### config.mk
export PLATFORM = sky130hd
export DESIGN_NAME = rf_wb_arbiter
export DESIGN_NICKNAME = d
export VERILOG_FILES = /design/src/rtl/rf_wb_arbiter_pkg.sv /design/src/rtl/rf_wb_arbiter_fifo.sv /design/src/rtl/rf_wb_arbiter.sv
export SDC_FILE = /design/constraint.sdc
export NUM_CORES = 1
export LEC_CHECK = 0
export CAP_MARGIN = 20
export CORE_MARGIN = 1.5
export CORE_UTILIZATION = 40
export CTS_BUF_LIST = sky130_fd_sc_hd__clkbuf_8 sky130_fd_sc_hd__clkbuf_16
export CTS_CLUSTER_SIZE = 16
export DETAILED_ROUTE_END_ITERATION = 12
export PLACE_DENSITY = 0.66
export RECOVER_POWER = 50
export SYNTH_ARGS = -nofsm -noshare
export SYNTH_HDL_FRONTEND = slang
export SYNTH_HIERARCHICAL = 1
export SYNTH_SLANG_ARGS = --single-unit
### constraint.sdc
create_clock -name i_clk -period 9.65 [get_ports i_clk]
set_input_delay 0.965 -clock i_clk [delete_from_list [all_inputs] [get_ports i_clk]]
set_output_delay 0.965 -clock i_clk [all_outputs]
set_load 0.005 [all_outputs]
### src/rtl/rf_wb_arbiter_pkg.sv
// Shared sizing defaults and the write-port select encoding for rf_wb_arbiter.
package rf_wb_arbiter_pkg;

  localparam int RF_ARB_DATA_WIDTH     = 32;
  localparam int RF_ARB_REG_ADDR_WIDTH = 5;
  localparam int RF_ARB_REG_DEPTH      = 32;
  localparam int RF_ARB_FIFO_DEPTH     = 2;
  localparam int RF_ARB_MAX_OUT        = 4;
  localparam int RF_ARB_STARVE_LIMIT   = 4;

  typedef enum logic [1:0] {
    SEL_NONE = 2'b00,
    SEL_CORE = 2'b01,
    SEL_COP  = 2'b10
  } wb_sel_e;

endpackage

### src/rtl/rf_wb_arbiter_fifo.sv
// rf_wb_fifo: small {rd,data} result buffer; pointers carry one extra wrap bit for full/empty.
module rf_wb_fifo
  import rf_wb_arbiter_pkg::*;
#(
  parameter int DATA_WIDTH = RF_ARB_DATA_WIDTH,
  parameter int ADDR_WIDTH = RF_ARB_REG_ADDR_WIDTH,
  parameter int DEPTH      = RF_ARB_FIFO_DEPTH
) (
  input  logic                  i_clk,
  input  logic                  i_rst,
  input  logic                  i_push,
  input  logic [ADDR_WIDTH-1:0] i_push_rd,
  input  logic [DATA_WIDTH-1:0] i_push_data,
  input  logic                  i_pop,
  output logic                  o_full,
  output logic                  o_empty,
  output logic [ADDR_WIDTH-1:0] o_head_rd,
  output logic [DATA_WIDTH-1:0] o_head_data
);

  localparam int PTR_W = $clog2(DEPTH);
  localparam logic [PTR_W:0] PTR_INC = {{PTR_W{1'b0}}, 1'b1};

  logic [PTR_W:0]        r_wr_ptr;
  logic [PTR_W:0]        r_rd_ptr;
  logic [ADDR_WIDTH-1:0] r_rd_mem   [DEPTH];
  logic [DATA_WIDTH-1:0] r_data_mem [DEPTH];
  logic                  w_push;
  logic                  w_pop;

  assign w_push      = i_push & ~o_full;
  assign w_pop       = i_pop & ~o_empty;
  assign o_empty     = (r_wr_ptr == r_rd_ptr);
  assign o_full      = (r_wr_ptr[PTR_W] != r_rd_ptr[PTR_W]) &&
                       (r_wr_ptr[PTR_W-1:0] == r_rd_ptr[PTR_W-1:0]);
  assign o_head_rd   = r_rd_mem[r_rd_ptr[PTR_W-1:0]];
  assign o_head_data = r_data_mem[r_rd_ptr[PTR_W-1:0]];

  always_ff @(posedge i_clk) begin
    if (i_rst) begin
      r_wr_ptr <= {(PTR_W+1){1'b0}};
      r_rd_ptr <= {(PTR_W+1){1'b0}};
    end else begin
      if (w_push) begin
        r_wr_ptr <= r_wr_ptr + PTR_INC;
      end
      if (w_pop) begin
        r_rd_ptr <= r_rd_ptr + PTR_INC;
      end
    end
  end

  // Storage needs no reset: only entries between the pointers are ever read.
  always_ff @(posedge i_clk) begin
    if (w_push) begin
      r_rd_mem[r_wr_ptr[PTR_W-1:0]]   <= i_push_rd;
      r_data_mem[r_wr_ptr[PTR_W-1:0]] <= i_push_data;
    end
  end

endmodule

### src/rtl/rf_wb_arbiter.sv
// rf_wb_arbiter: shares the regFile write port between core writeback and buffered coprocessor results.
// Defining COP_STARVE_GUARD_EN adds a starvation guard that briefly stalls the core to drain a result.
module rf_wb_arbiter
  import rf_wb_arbiter_pkg::*;
#(
  parameter int DATA_WIDTH     = RF_ARB_DATA_WIDTH,
  parameter int REG_ADDR_WIDTH = RF_ARB_REG_ADDR_WIDTH,
  parameter int REG_DEPTH      = RF_ARB_REG_DEPTH,
  parameter int FIFO_DEPTH     = RF_ARB_FIFO_DEPTH,
  parameter int MAX_OUT        = RF_ARB_MAX_OUT,
  parameter int STARVE_LIMIT   = RF_ARB_STARVE_LIMIT
) (
  input  logic                      i_clk,
  input  logic                      i_rst,
  input  logic                      i_core_wb_valid,
  input  logic [REG_ADDR_WIDTH-1:0] i_core_wb_rd,
  input  logic [DATA_WIDTH-1:0]     i_core_wb_data,
  output logic                      o_core_stall,
  input  logic                      i_cop_issue_valid,
  input  logic [REG_ADDR_WIDTH-1:0] i_cop_issue_rd,
  output logic                      o_cop_issue_ready,
  input  logic                      i_cop_res_valid,
  input  logic [REG_ADDR_WIDTH-1:0] i_cop_res_rd,
  input  logic [DATA_WIDTH-1:0]     i_cop_res_data,
  output logic                      o_cop_res_ready,
  input  logic [REG_ADDR_WIDTH-1:0] i_dec_rs1,
  input  logic [REG_ADDR_WIDTH-1:0] i_dec_rs2,
  input  logic [REG_ADDR_WIDTH-1:0] i_dec_rd,
  output logic                      o_hazard,
  output logic                      o_rf_we,
  output logic [REG_ADDR_WIDTH-1:0] o_rf_waddr,
  output logic [DATA_WIDTH-1:0]     o_rf_wdata,
  output logic [REG_DEPTH-1:0]      o_busy_vec,
  output logic                      o_err_waw
);

  localparam int OUT_W = $clog2(MAX_OUT + 1);
  localparam logic [OUT_W-1:0]          OUT_MAX  = OUT_W'(MAX_OUT);
  localparam logic [OUT_W-1:0]          OUT_ONE  = OUT_W'(32'd1);
  localparam logic [OUT_W-1:0]          OUT_ZERO = {OUT_W{1'b0}};
  localparam logic [REG_ADDR_WIDTH-1:0] X0       = {REG_ADDR_WIDTH{1'b0}};

  logic [REG_DEPTH-1:0]      r_busy;
  logic [OUT_W-1:0]          r_outstanding;
  logic                      r_err_waw;
  logic                      r_core_stall;
  logic [REG_DEPTH-1:0]      w_busy_next;
  logic [OUT_W-1:0]          w_out_next;
  logic                      w_fifo_full;
  logic                      w_fifo_empty;
  logic [REG_ADDR_WIDTH-1:0] w_head_rd;
  logic [DATA_WIDTH-1:0]     w_head_data;
  logic                      w_push;
  logic                      w_pop;
  logic                      w_core_win;
  logic                      w_accept;
  wb_sel_e                   w_sel;

  // x0 is never tracked, so a zero index never reports busy.
  function automatic logic busy_at(input logic [REG_DEPTH-1:0] vec,
                                   input logic [REG_ADDR_WIDTH-1:0] idx);
    return (idx != X0) && vec[idx];
  endfunction

  rf_wb_fifo #(
    .DATA_WIDTH (DATA_WIDTH),
    .ADDR_WIDTH (REG_ADDR_WIDTH),
    .DEPTH      (FIFO_DEPTH)
  ) u_fifo (
    .i_clk       (i_clk),
    .i_rst       (i_rst),
    .i_push      (w_push),
    .i_push_rd   (i_cop_res_rd),
    .i_push_data (i_cop_res_data),
    .i_pop       (w_pop),
    .o_full      (w_fifo_full),
    .o_empty     (w_fifo_empty),
    .o_head_rd   (w_head_rd),
    .o_head_data (w_head_data)
  );

  assign o_cop_res_ready   = ~w_fifo_full;
  assign o_cop_issue_ready = (r_outstanding < OUT_MAX) &&
                             ((i_cop_issue_rd == X0) || !r_busy[i_cop_issue_rd]);
  assign o_hazard          = busy_at(r_busy, i_dec_rs1) | busy_at(r_busy, i_dec_rs2) |
                             busy_at(r_busy, i_dec_rd);
  assign w_push            = i_cop_res_valid & ~w_fifo_full & ~i_rst;
  assign w_accept          = i_cop_issue_valid & o_cop_issue_ready & ~i_rst;
  assign w_pop             = (w_sel == SEL_COP);
  assign w_core_win        = (w_sel == SEL_CORE);
  assign o_busy_vec        = r_busy;
  assign o_err_waw         = r_err_waw;
  assign o_core_stall      = r_core_stall;

  // A guard stall slot always goes to the buffered result.
  always_comb begin
    w_sel = SEL_NONE;
    if (i_rst) begin
      w_sel = SEL_NONE;
    end else if (r_core_stall && !w_fifo_empty) begin
      w_sel = SEL_COP;
    end else if (i_core_wb_valid) begin
      w_sel = SEL_CORE;
    end else if (!w_fifo_empty) begin
      w_sel = SEL_COP;
    end else begin
      w_sel = SEL_NONE;
    end
  end

  always_comb begin
    o_rf_we    = 1'b0;
    o_rf_waddr = X0;
    o_rf_wdata = {DATA_WIDTH{1'b0}};
    case (w_sel)
      SEL_CORE: begin
        o_rf_we    = (i_core_wb_rd != X0);
        o_rf_waddr = i_core_wb_rd;
        o_rf_wdata = i_core_wb_data;
      end
      SEL_COP: begin
        o_rf_we    = (w_head_rd != X0);
        o_rf_waddr = w_head_rd;
        o_rf_wdata = w_head_data;
      end
      default: begin
        o_rf_we    = 1'b0;
        o_rf_waddr = X0;
        o_rf_wdata = {DATA_WIDTH{1'b0}};
      end
    endcase
  end

  // Scoreboard: an accept and a pop never hit the same rd because ready sees registered busy.
  always_comb begin
    w_busy_next = r_busy;
    for (int i = 0; i < REG_DEPTH; i++) begin
      if (i == 0) begin
        w_busy_next[i] = 1'b0;
      end else if (w_accept && (i_cop_issue_rd == REG_ADDR_WIDTH'(i))) begin
        w_busy_next[i] = 1'b1;
      end else if (w_pop && (w_head_rd == REG_ADDR_WIDTH'(i))) begin
        w_busy_next[i] = 1'b0;
      end else begin
        w_busy_next[i] = r_busy[i];
      end
    end
    case ({w_accept, w_pop})
      2'b10:   w_out_next = r_outstanding + OUT_ONE;
      2'b01:   w_out_next = (r_outstanding == OUT_ZERO) ? OUT_ZERO : (r_outstanding - OUT_ONE);
      default: w_out_next = r_outstanding;
    endcase
  end

  always_ff @(posedge i_clk) begin
    if (i_rst) begin
      r_busy        <= {REG_DEPTH{1'b0}};
      r_outstanding <= OUT_ZERO;
      r_err_waw     <= 1'b0;
    end else begin
      r_busy        <= w_busy_next;
      r_outstanding <= w_out_next;
      r_err_waw     <= w_core_win && busy_at(r_busy, i_core_wb_rd);
    end
  end

`ifdef COP_STARVE_GUARD_EN
  localparam int STARVE_W = $clog2(STARVE_LIMIT + 1);
  localparam logic [STARVE_W-1:0] STARVE_ONE  = STARVE_W'(32'd1);
  localparam logic [STARVE_W-1:0] STARVE_LAST = STARVE_W'(STARVE_LIMIT - 1);

  logic [STARVE_W-1:0] r_starve_cnt;

  // Count core wins over a waiting result; the wrap-around win forces one drain slot.
  always_ff @(posedge i_clk) begin
    if (i_rst) begin
      r_starve_cnt <= {STARVE_W{1'b0}};
      r_core_stall <= 1'b0;
    end else begin
      if (w_pop) begin
        r_starve_cnt <= {STARVE_W{1'b0}};
      end else if (w_core_win && !w_fifo_empty) begin
        r_starve_cnt <= r_starve_cnt + STARVE_ONE;
      end
      r_core_stall <= w_core_win && !w_fifo_empty && (r_starve_cnt == STARVE_LAST);
    end
  end
`else
  always_ff @(posedge i_clk) begin
    if (i_rst) begin
      r_core_stall <= 1'b0;
    end else begin
      r_core_stall <= 1'b0;
    end
  end
`endif

endmodule

# Word-level counts from Yosys, hierarchy flattened
# Memory sizes are Yosys's and may differ from the RTL's. A register that Yosys moved wholly into a read port is not among the register bits.
# Index checks and enable logic that the tools add are counted.
# word_totals
output_inout_bits,75
reg_bits,40
latchBits,0
mem_count,2
romBits,0
mem_bits_rw,74
inputBits,99
wordCells,324
# memory_table
name,words,word_bits,read_ports,rd_clocked_by_memory_dff,wr,line_no,text
u_fifo.r_data_mem,2,32,1,1,1,rf_wb_arbiter_fifo.sv:27,logic [DATA_WIDTH-1:0] r_data_mem [DEPTH];
u_fifo.r_rd_mem,2,5,1,1,1,rf_wb_arbiter_fifo.sv:26,logic [ADDR_WIDTH-1:0] r_rd_mem [DEPTH];
# op_classes
n_addsub,4
n_mux,86
mul,0
n_lt_le_gt_ge,6
shift,0
reduce_logical,110
bitwise_logic,11
div,0
eq_ne,69
# ops
cell,count
equality test 5 bit (second input constant),32
equality test 5 x 4 -> 1 bit (second input constant),16
two-way mux 1 bit,73
logical AND 1 bit,69
one-hot mux 32 bit (2 select lines),1
nonzero test 2 bit,32
equality test 5 x 3 -> 1 bit (second input constant),8
< comparator 5 x 6 -> 1 bit (second input constant),5
binary-select mux 1 bit (select 5 bit),5
nonzero test 5 bit,5
equality test 5 x 2 -> 1 bit (second input constant),4
equality test 5 x 1 -> 1 bit (second input constant),2
one-hot mux 5 bit (2 select lines),1
bitwise AND 1 bit,6
two-way mux 2 bit,3
one-hot mux 3 bit (2 select lines),1
zero test 5 bit,1
adder 2 x 1 -> 2 bit (second input constant),2
equality test 2 x 1 -> 1 bit (second input constant),2
equality test 2 bit (second input constant),2
adder 3 x 1 -> 3 bit (second input constant),1
zero test 3 bit,1
< comparator 3 bit (second input constant),1
two-way mux 3 bit,1
9 further kinds,12

# Depth between registers and ports, before layout
# Gate-level depths: netlist of run 1.
# logic_depth
ltp_word,9
mapped_depth,12
ltp_nobuf,10

# Cells and area by module
# Netlist of run 1, hierarchy kept.
# modules_own_cells
module,seq_area_each_um2,instances,area_per_inst_um2,cells_per_inst
rf_wb_arbiter,700.7,1,3405.8,378
rf_wb_fifo,2322.2,1,2942.8,148

# Worst setup path after synthesis of run 1
# OpenSTA, ideal clock, no wires.
# synth_timing
kind,input to register
startpoint,in i_rst
endpoint,mem u_fifo/r_data_mem[1][0] in the netlist's numbering (enable)
cell_stages,5
t_arrival_ns,3.805
t_required_ns,9.206
path_slack_ns,5.401
path_buffers,2
setup_ns,0.444
cell_sequence,clkbuf_1 clkbuf_1 nor3b_1 nand2_1 a21oi_1
# synth_between
elab_chain_cells,5
# synth_lines
item,line_no,text
"start, declared",rf_wb_arbiter.sv:14,"input logic i_rst,"
NOT 1 bit,rf_wb_arbiter.sv:87,assign w_push = i_cop_res_valid & ~w_fifo_full & ~i_rst;
bitwise AND 1 bit,rf_wb_arbiter.sv:87,
named net w_push,rf_wb_arbiter.sv:53,logic w_push;
bitwise AND 1 bit,rf_wb_arbiter_fifo.sv:31,assign w_push = i_push & ~o_full;
two-way mux 1 bit,rf_wb_arbiter_fifo.sv:55,if (w_push) begin
two-way mux 1 bit (implied by the code),rf_wb_arbiter_fifo.sv:57,r_data_mem[r_wr_ptr[PTR_W-1:0]] <= i_push_data;
"end, declared",rf_wb_arbiter_fifo.sv:27,
# The timed path passes the listed nets, and every way through them passes these cells.

# Worst setup path in the final report of run 1
# layout_timing
startpoint,in i_rst
endpoint,out o_rf_wdata[11]
# layout_between
elab_chain_cells,3
word_cells_on_any_way,4
classes_between,eq/ne (2); mux (2)
# layout_lines
item,line_no,text
two-way mux 2 bit (*),rf_wb_arbiter.sv:98,if (i_rst) begin
equality test 2 bit or equality test 2 x 1 -> 1 bit (tied branches),rf_wb_arbiter.sv:115,case (w_sel)
one-hot mux 32 bit (2 select lines) (*),rf_wb_arbiter.sv:115,
"end, declared",rf_wb_arbiter.sv:32,"output logic [DATA_WIDTH-1:0] o_rf_wdata,"
# Every way passes the cells marked *; elsewhere a longest branch is shown, timed or not.

==> flow_metrics.tcl, run 1 <==
set metrics [dict create \
    outcome "complete, but fails checks" \
    violations "max-capacitance violations, max-slew violations" \
    yosys.area_share.simple_pct 10.7 \
    rows 45 \
    routed_wl_mm 19.0 \
    track_usage_pct 23.4 \
    synth_top_family_by_area "multiplexers" \
    p_leak_nw 3.13 \
    dr.pass1.iters 5 \
    syn_to_final_growth_pct 37.5 \
    synthAdderAreaFrac_pct 0.985 \
    cts_sinks 114 \
    tns_ns 0 \
    wire_per_inst_microns 21.0 \
    muxShareOfSynthArea_pct 22.4 \
    synthArstFlopShare_pct 0 \
    cts_hold_buf 0 \
    rr_worst_depth 9 \
    hold_depth 2 \
    fmax_ghz 0.165 \
    critPathLaunchType "input port" \
    vdd_drop_max_v 0.000137 \
    vias 5227 \
    cpMaxStageDelayCell "nor3_1" \
    end_kind "output pin" \
    setup_violations 0 \
    rsz0062_at_grt "false" \
    ys_ff_latch 114 \
    use_met2_pct 38.8 \
    yosysTopAreaCellShare_pct 35.0 \
    grt-ovfl-total 0 \
    syn_inst 526 \
    drv_cap 4 \
    period_minus_slack_ns 6.07 \
    synth_edf_count 74 \
    core_sq_um 15400 \
    ys_top_cells_by_count "edfxtp_1, o21ai_0, mux2_2" \
    path_clk_slew_ns 0.05 \
    die-area_sq_um 16600 \
    yosys.area.top_type "edfxtp_1" \
    min_to "r_outstanding[1]" \
    synth_compound_area_share_pct 14.3 \
    synth.area.top_cells "edfxtp_1, dfxtp_1, mux4_2" \
    post-synth-top-count-cell "edfxtp_1" \
    drc_errors 0 \
    cts_max_level 4 \
    yosysWarnings 6 \
    cts_setup_buffers 0 \
    ys_seq_area_share_pct 47.6 \
    routed_via_density 5.76 \
    cts_tree "yes" \
    finalHoldViolations 0 \
    cts_buffers 17 \
    rr_startpoint "u_fifo/r_rd_ptr[1]" \
    place_hpwl_mm 13.1 \
    hp-class "flop to flop" \
    min_from "r_outstanding[1]" \
    drtIter0Drc 343 \
    clock_path_buffers 2 \
    synthDistinctLibCells 56 \
    dp_slack_ns 4.62 \
    ant_nets 0 \
    start_util_pct 41.3 \
    crit_buf_inv 4 \
    worstPathRequired_ns 8.69 \
    fin_ws_ns 3.58 \
    syn_area_per_cell_sq_um 12.1 \
    cts_resized 0 \
    io_pins 174 \
    cts_root_buffer "clkbuf_16" \
    antenna_found_initial 1 \
    synth_area_sq_um 6350 \
    grt_max_degree 45 \
    power.density_nw_per_um2 147 \
    port-buffer-count 171 \
    grt_util_met1_pct 28.8 \
    synthFlopType "edfxtp_1" \
    grt_pass1_wl_mm 29.2 \
    min_period_over_period_pct 62.9 \
    die_y_microns 129 \
    path_cells "dlygate4sd3_1 > clkbuf_1 > nor3_1 > buf_4 > a22o_1 > clkdlybuf4s50_1" \
    crit_family "buffers and inverters" \
    clock_skew_ns 0.00499 \
    synth-xor-area-share_pct 0.532 \
    insertion_delay_ns 0.41 \
    final-max-slew-violation-count 137 \
    drive_gt1_share_pct 16.3 \
    routabilityCongestion 0.912 \
    die-width_microns 129 \
    timing.rr.end "r_outstanding[2]" \
    max_slew_margin_pct -48.3 \
    critPathMaxStageDelay_ns 1.57 \
    crit_arrival_ns 5.11 \
    crit_type "input port to output pin" \
    tightest_slew_ns 2.22 \
    r2r_slack_ns 5.88 \
    finalNetCount 788 \
    use_met3_pct 5.78 \
    grt_pass1_vias 5340 \
    grt_most_used_layer "met2" \
    worstPathMaxFanout 44 \
]
-- metal layers --
metal | share of wire (%) | routed length [microns] | vias up
met5 | 0 | 0 | -
met4 | 2.6 | 488 | 0
met3 | 5.9 | 1130 | 40
met2 | 50 | 9490 | 198
met1 | 42 | 7910 | 2608
li1 | - | - | 2381
-- where the power goes --
group / switching [mW] / internal, mW / total, mW / leakage (nW)
Combinational: 0.0736 / 0.0936 / 0.167 / 1.85
Clock: 0.199 / 0.366 / 0.565 / 0.277
Sequential: 0.0120 / 0.537 / 0.549 / 1.00
Total: 0.284 / 0.997 / 1.28 / 3.13
-- how the worst max path moves through the flow --
stage                     slack [ns]  cells past startpoint                 endpoint              start
after floorplan                 5.40                      5  u_fifo/r_data_mem[1][0]              i_rst
after global placement          4.66                      7        o_cop_issue_ready  i_cop_issue_rd[0]
after detailed placement        4.62                      7        o_cop_issue_ready  i_cop_issue_rd[0]
after CTS                       4.61                      7        o_cop_issue_ready  i_cop_issue_rd[0]
after global routing            3.32                      6           o_rf_wdata[10]              i_rst
final                           3.58                      6           o_rf_wdata[11]              i_rst
-- state kept, by name, summed over array words and instances (netlist names), named ones only --
| register | flops |
|---|---|
| u_fifo/r_rd_mem | 10 |
| u_fifo/r_rd_ptr | 2 |
| o_busy_vec | 31 |
| r_outstanding | 3 |
| o_err_waw | 1 |
| u_fifo/r_wr_ptr | 2 |
| u_fifo/r_data_mem | 64 |
-- cells by family after synthesis --
group,after synthesis
xor+xnor,3
fa+ha+maj,5
buf+inv,48
simple gates,124
mux,95
other cells,1
flops,114
compound gates,136
-- layout by cell type, fill, tap and decap left out, types with 3 or more instances in the layout --
| master | n |
|---|---|
| ha_1 | 5 |
| a22o_1 | 38 |
| nor3b_1 | 3 |
| inv_1 | 15 |
| mux4_2 | 33 |
| a21oi_1 | 17 |
| dlygate4sd3_1 | 71 |
| nand3_1 | 12 |
| a211oi_1 | 4 |
| edfxtp_1 | 74 |
| nand4_1 | 5 |
| clkbuf_1 | 3 |
| nand2_1 | 25 |
| nor3_1 | 5 |
| nand2b_1 | 7 |
| clkbuf_16 | 17 |
| nor2b_1 | 28 |
| dfxtp_1 | 39 |
| o21ai_0 | 54 |
| clkinv_1 | 3 |
| a311oi_1 | 4 |
| or3_1 | 3 |
| clkdlybuf4s50_1 | 100 |
| mux2i_1 | 15 |
| mux2_2 | 47 |
| nor2_1 | 18 |
-- area by class of cell --
cell class / instances / area (sq um)
multi-input cells: 365 / 3130
well taps: 211 / 264
flip-flops and latches: 114 / 3020
inverters: 10 / 37.5
diodes: 1 / 2.50
clock buffers: 17 / 425
repair buffers: 176 / 1740
fillers: 1281 / 6640
clock inverters: 13 / 108
-- tightest hold or removal path: stages, from the launching register on --
cell and delay, ns:
dfxtp_1 0.35, a21oi_1 0.07, nor2_1 0.08
-- per-stage QoR --
step | std cells | power (mW) | cell area (sq um) | util (%) | hold WS [ns]
after floorplan | 527 | 0.639 | 6350 | - | 0.487
after global placement | 876 | 0.724 | 8210 | 53.4 | 0.510
after detailed placement | 876 | 0.729 | 8210 | 53.4 | 0.522
after CTS | 906 | 1.30 | 8740 | 56.9 | 0.534
after global routing | 907 | 1.33 | 8730 | 56.8 | 0.598
final | 907 | 1.28 | 8730 | 56.8 | 0.532
No activity file was read; power rests on OpenSTA's default activity.
==> inputs of run 2 (changes only) <==
- PLACE_DENSITY: 0.66 -> 0.69
- clock period: 9.65 -> 5.1 ns (I/O delays scaled with it)
==> flow_metrics.tcl, run 2 (synthesis results as in run 1) <==
set metrics [dict create \
    outcome "complete, but fails checks" \
    violations "max-capacitance violations, max-slew violations" \
    fin_cells 913 \
    dp_cells 877 \
    final-max-slew-violation-count 74 \
    seq_area_sq_um 3020 \
    start_util_pct 41.3 \
    cts_buffers 17 \
    dr.pass1.iters 5 \
    worstPathMaxFanout 35 \
    fin_ws_ns 0.962 \
    cts_max_level 4 \
    fillers 1246 \
    end_kind "output pin" \
    grt_pass1_vias 5312 \
    cts_root_buffer "clkbuf_16" \
    core_sq_um 15400 \
    routabilityCongestion 0.929 \
    insertion_delay_ns 0.41 \
    drc_errors 0 \
    placed_area_sq_um 8220 \
    final_common_cell "clkdlybuf4s50_1" \
    grt-ovfl-total 0 \
    worstPathRequired_ns 4.59 \
    cts_hold_buf 0 \
    rsz0062_at_grt "false" \
    antenna_found_initial 3 \
    clock_path_buffers 2 \
    setup_violations 0 \
    port-buffer-count 171 \
    wire_per_inst_microns 20.2 \
    finalHoldViolations 0 \
    multi_input_area_sq_um 3130 \
    track_usage_pct 22.8 \
    routed_wl_mm 18.5 \
    clock_skew_ns 0.00468 \
    io_pins 174 \
    rows 45 \
    drtIter0Drc 349 \
    largest_register_ffs 64 \
    max_slew_margin_pct -45.4 \
    grt_pass1_wl_mm 28.6 \
    die-width_microns 129 \
    critPathLaunchType "input port" \
    routed_via_density 5.74 \
    syn_to_final_growth_pct 39.1 \
    fmax_ghz 0.242 \
    grt_max_degree 39 \
    place_hpwl_mm 13.0 \
    cts_tree "yes" \
    die-area_sq_um 16600 \
    layout_common_cells "clkdlybuf4s50_1, edfxtp_1, dlygate4sd3_1" \
    tns_ns 0 \
    hold_slack_ns 0.558 \
    die_y_microns 129 \
    path_clk_slew_ns 0.06 \
    ant_nets 0 \
    vdd_drop_max_v 0.000198 \
    p_leak_nw 3.16 \
    hp-class "flop to flop" \
    power.density_nw_per_um2 288 \
    finalInstanceArea_sq_um 8830 \
    vias 5239 \
    dp_slack_ns 1.15 \
    power_mw 2.54 \
    period_minus_slack_ns 4.14 \
    finalNetCount 790 \
    fin_util_pct 57.5 \
    drive_gt1_share_pct 17.9 \
    cts_setup_buffers 0 \
    tightest_slew_ns 2.18 \
    crit_type "input port to output pin" \
    cts_resized 0 \
    crit_arrival_ns 3.63 \
    cts_sinks 114 \
    drv_cap 2 \
    min_period_over_period_pct 81.1 \
]
-- run 2: power breakdown --
| part | switching (mW) | total, mW | leakage, nW | internal (mW) |
|---|---|---|---|---|
| logic | 0.138 | 0.317 | 1.87 | 0.179 |
| registers | 0.0227 | 1.04 | 1.00 | 1.02 |
| clock network | 0.455 | 1.19 | 0.280 | 0.732 |
-- run 2: path summary, 6_finish.rpt --
| kind | startpoint | endpoint | slack [ns] | cells past startpoint |
|---|---|---|---|---|
| max | i_rst | o_rf_wdata[6] | 0.96 | 6 |
| min | r_outstanding[1] | r_outstanding[1] | 0.56 | 2 |
| max reg2reg | u_fifo/r_rd_ptr[0] | u_fifo/r_data_mem[0][26] | 1.40 | 5 |
| min reg2reg | r_outstanding[1] | r_outstanding[1] | 0.56 | 2 |
-- run 2: worst max-delay path, cell delays in order --
cell and delay, ns:
clkdlybuf4s50_1 0.55, buf_16 0.24, nor3_1 0.25, clkbuf_1 1.20, a22o_1 0.33, clkdlybuf4s50_1 0.51
-- run 2: layer usage --
| metal | vias up | wire length (microns) | track usage (%) |
|---|---|---|---|
| met5 | - | 0 | 0 |
| met4 | 0 | 523 | 11.0 |
| met3 | 47 | 1250 | 4.95 |
| met2 | 251 | 9280 | 37.7 |
| met1 | 2552 | 7410 | 28.4 |
| li1 | 2389 | - | - |
-- run 2: area by class of cell --
| cell class | instances | share of cell area [%] |
|---|---|---|
| antenna | 3 | 0.0850 |
| clock buffer | 17 | 4.82 |
| clock inverter | 15 | 1.94 |
| inverter | 10 | 0.425 |
| multi-input combinational | 365 | 35.4 |
| sequential | 114 | 34.2 |
| tap | 211 | 2.99 |
| timing repair buffer | 178 | 20.1 |
==> inputs of run 3 (changes only) <==
- clock period: 5.1 -> 3.5 ns (I/O delays scaled with it)
==> flow_metrics.tcl, run 3 (synthesis results as in run 1) <==
set metrics [dict create \
    cp_common_cell "clkdlybuf4s50_1" \
    rsz0062_at_grt "false" \
    crit_type "input port to output pin" \
    p_leak_nw 3.18 \
    fin_ws_ns 0.177 \
    r2r_slack_ns 0.79 \
    clock_skew_ns 0.00705 \
    cts_resized 0 \
    hp-class "flop to flop" \
    rr_worst_depth 6 \
    die-width_microns 129 \
    worstPathMaxFanout 7 \
    cts_sinks 114 \
    antenna_found_initial 0 \
    ant_nets 0 \
    wire_per_inst_microns 20.6 \
    core_sq_um 15400 \
    cts_setup_buffers 0 \
    tns_ns 0 \
    drv_cap 0 \
    final-max-slew-violation-count 0 \
    end_kind "output pin" \
    insertion_delay_ns 0.41 \
    start_util_pct 41.3 \
    crit_arrival_ns 2.97 \
    drtIter0Drc 402 \
    path_cells "clkdlybuf4s50_1 > buf_4 > mux4_2 > mux2i_1 > mux2_2 > nor2_1 > a211oi_1 > clkdlybuf4s50_1" \
    timing.rr.end "u_fifo/r_data_mem[1][5]" \
    track_usage_pct 23.2 \
    rr_startpoint "u_fifo/r_rd_ptr[0]" \
    fin_util_pct 57.5 \
    dp_cells 885 \
    place_hpwl_mm 13.4 \
    layout_common_cells "clkdlybuf4s50_1, edfxtp_1, dlygate4sd3_1" \
    final_common_cell "clkdlybuf4s50_1" \
    outcome "completed" \
    worstPathRequired_ns 3.15 \
    routed_wl_mm 18.9 \
    grt_pass1_wl_mm 29.0 \
    clock_path_buffers 2 \
    dp_slack_ns 0.153 \
    vias 5357 \
    die_y_microns 129 \
    syn_to_final_growth_pct 39.3 \
    die-area_sq_um 16600 \
    finalNetCount 797 \
    critPathLaunch "i_cop_issue_rd[0]" \
    cts_root_buffer "clkbuf_16" \
    power.density_nw_per_um2 409 \
    fmax_ghz 0.301 \
    critPathMaxStageDelay_ns 0.59 \
    placed_area_sq_um 8290 \
    n_antenna_cell 0 \
    cts_hold_buf 0 \
    cts_tree "yes" \
    path_clk_slew_ns 0.05 \
    grt_pass1_vias 5287 \
    port-buffer-count 171 \
    routabilityCongestion 0.918 \
    largest_register_ffs 64 \
    endpoint "o_cop_issue_ready" \
    cts_buffers 17 \
    min_period_over_period_pct 94.9 \
    grt-ovfl-total 0 \
    fillers 1286 \
    grt_max_degree 38 \
    rows 45 \
    cts_max_level 4 \
    max_slew_margin_pct 50.6 \
    critPathLaunchType "input port" \
    finalInstanceArea_sq_um 8840 \
    cpMaxStageDelayCell "clkdlybuf4s50_1" \
    tightest_slew_ns 0.741 \
    routed_via_density 5.84 \
    dr.pass1.iters 5 \
    fin_cells 917 \
    period_minus_slack_ns 3.32 \
    io_pins 174 \
    finalHoldViolations 0 \
    drive_gt1_share_pct 18.6 \
    setup_violations 0 \
    drc_errors 0 \
    vdd_drop_max_v 0.000260 \
]
[run 3: cell types whose count changed in the layout (fill, tap and decap cells not counted), moves of 3 or more]
cell,delta
diode_2,-3
clkinv_2,+6
inv_6,-6
clkdlybuf4s50_1,+4
buf_4,+5
dlygate4sd3_1,-4
[run 3: per-stage QoR]
step	hold WS [ns]	power [mW]
3_5_place_dp	0.544	2.02
2_1_floorplan	0.418	1.76
5_1_grt	0.582	3.74
4_1_cts	0.500	3.65
6_report	0.573	3.61
3_3_place_gp	0.503	2.00
[run 3: power by group]
group	internal, mW	leakage [nW]	switching [mW]	total [mW]
Combinational	0.264	1.89	0.209	0.473
Sequential	1.48	1.00	0.0284	1.51
Clock	1.04	0.284	0.595	1.63
[run 3: area by class of cell]
cell class	count	area, sq um	share of cell area, %
tap	211	264	2.99
clock buffer	17	425	4.81
inverter	10	37.5	0.424
sequential	114	3020	34.2
multi-input combinational	365	3130	35.4
timing repair buffer	185	1810	20.5
clock inverter	15	144	1.63
[run 3: worst min-delay path by stage]
stage	startpoint	to	slack, ns	cells past startpoint
detailed placement	r_outstanding[1]	r_outstanding[1]	0.54	2
global route	i_cop_res_data[6]	u_fifo/r_data_mem[1][6]	0.58	1
global placement	r_outstanding[1]	r_outstanding[1]	0.50	2
CTS	i_cop_res_data[6]	u_fifo/r_data_mem[1][6]	0.50	1
finish	r_outstanding[1]	r_outstanding[1]	0.57	2
floorplan	i_rst	u_fifo/r_wr_ptr[0]	0.42	1
[run 3: worst max-delay path: cells and delay by family]
| family | cells | cell delay (ns) |
|---|---|---|
| multiplexers | 3 | 0.87 |
| buffers and inverters | 3 | 1.37 |
| AND/OR/NAND/NOR | 1 | 0.04 |
| AO/OA/AOI/OAI | 1 | 0.33 |
[run 3: per-layer routing]
| layer | global-route usage, % | share of wire [%] | up-vias |
|---|---|---|---|
| met2 | 38.1 | 49 | 297 |
| met5 | 0 | 0 | - |
| met4 | 10.2 | 2.8 | 0 |
| met1 | 29.4 | 40 | 2613 |
| li1 | - | - | 2397 |
| met3 | 5.49 | 8.0 | 50 |
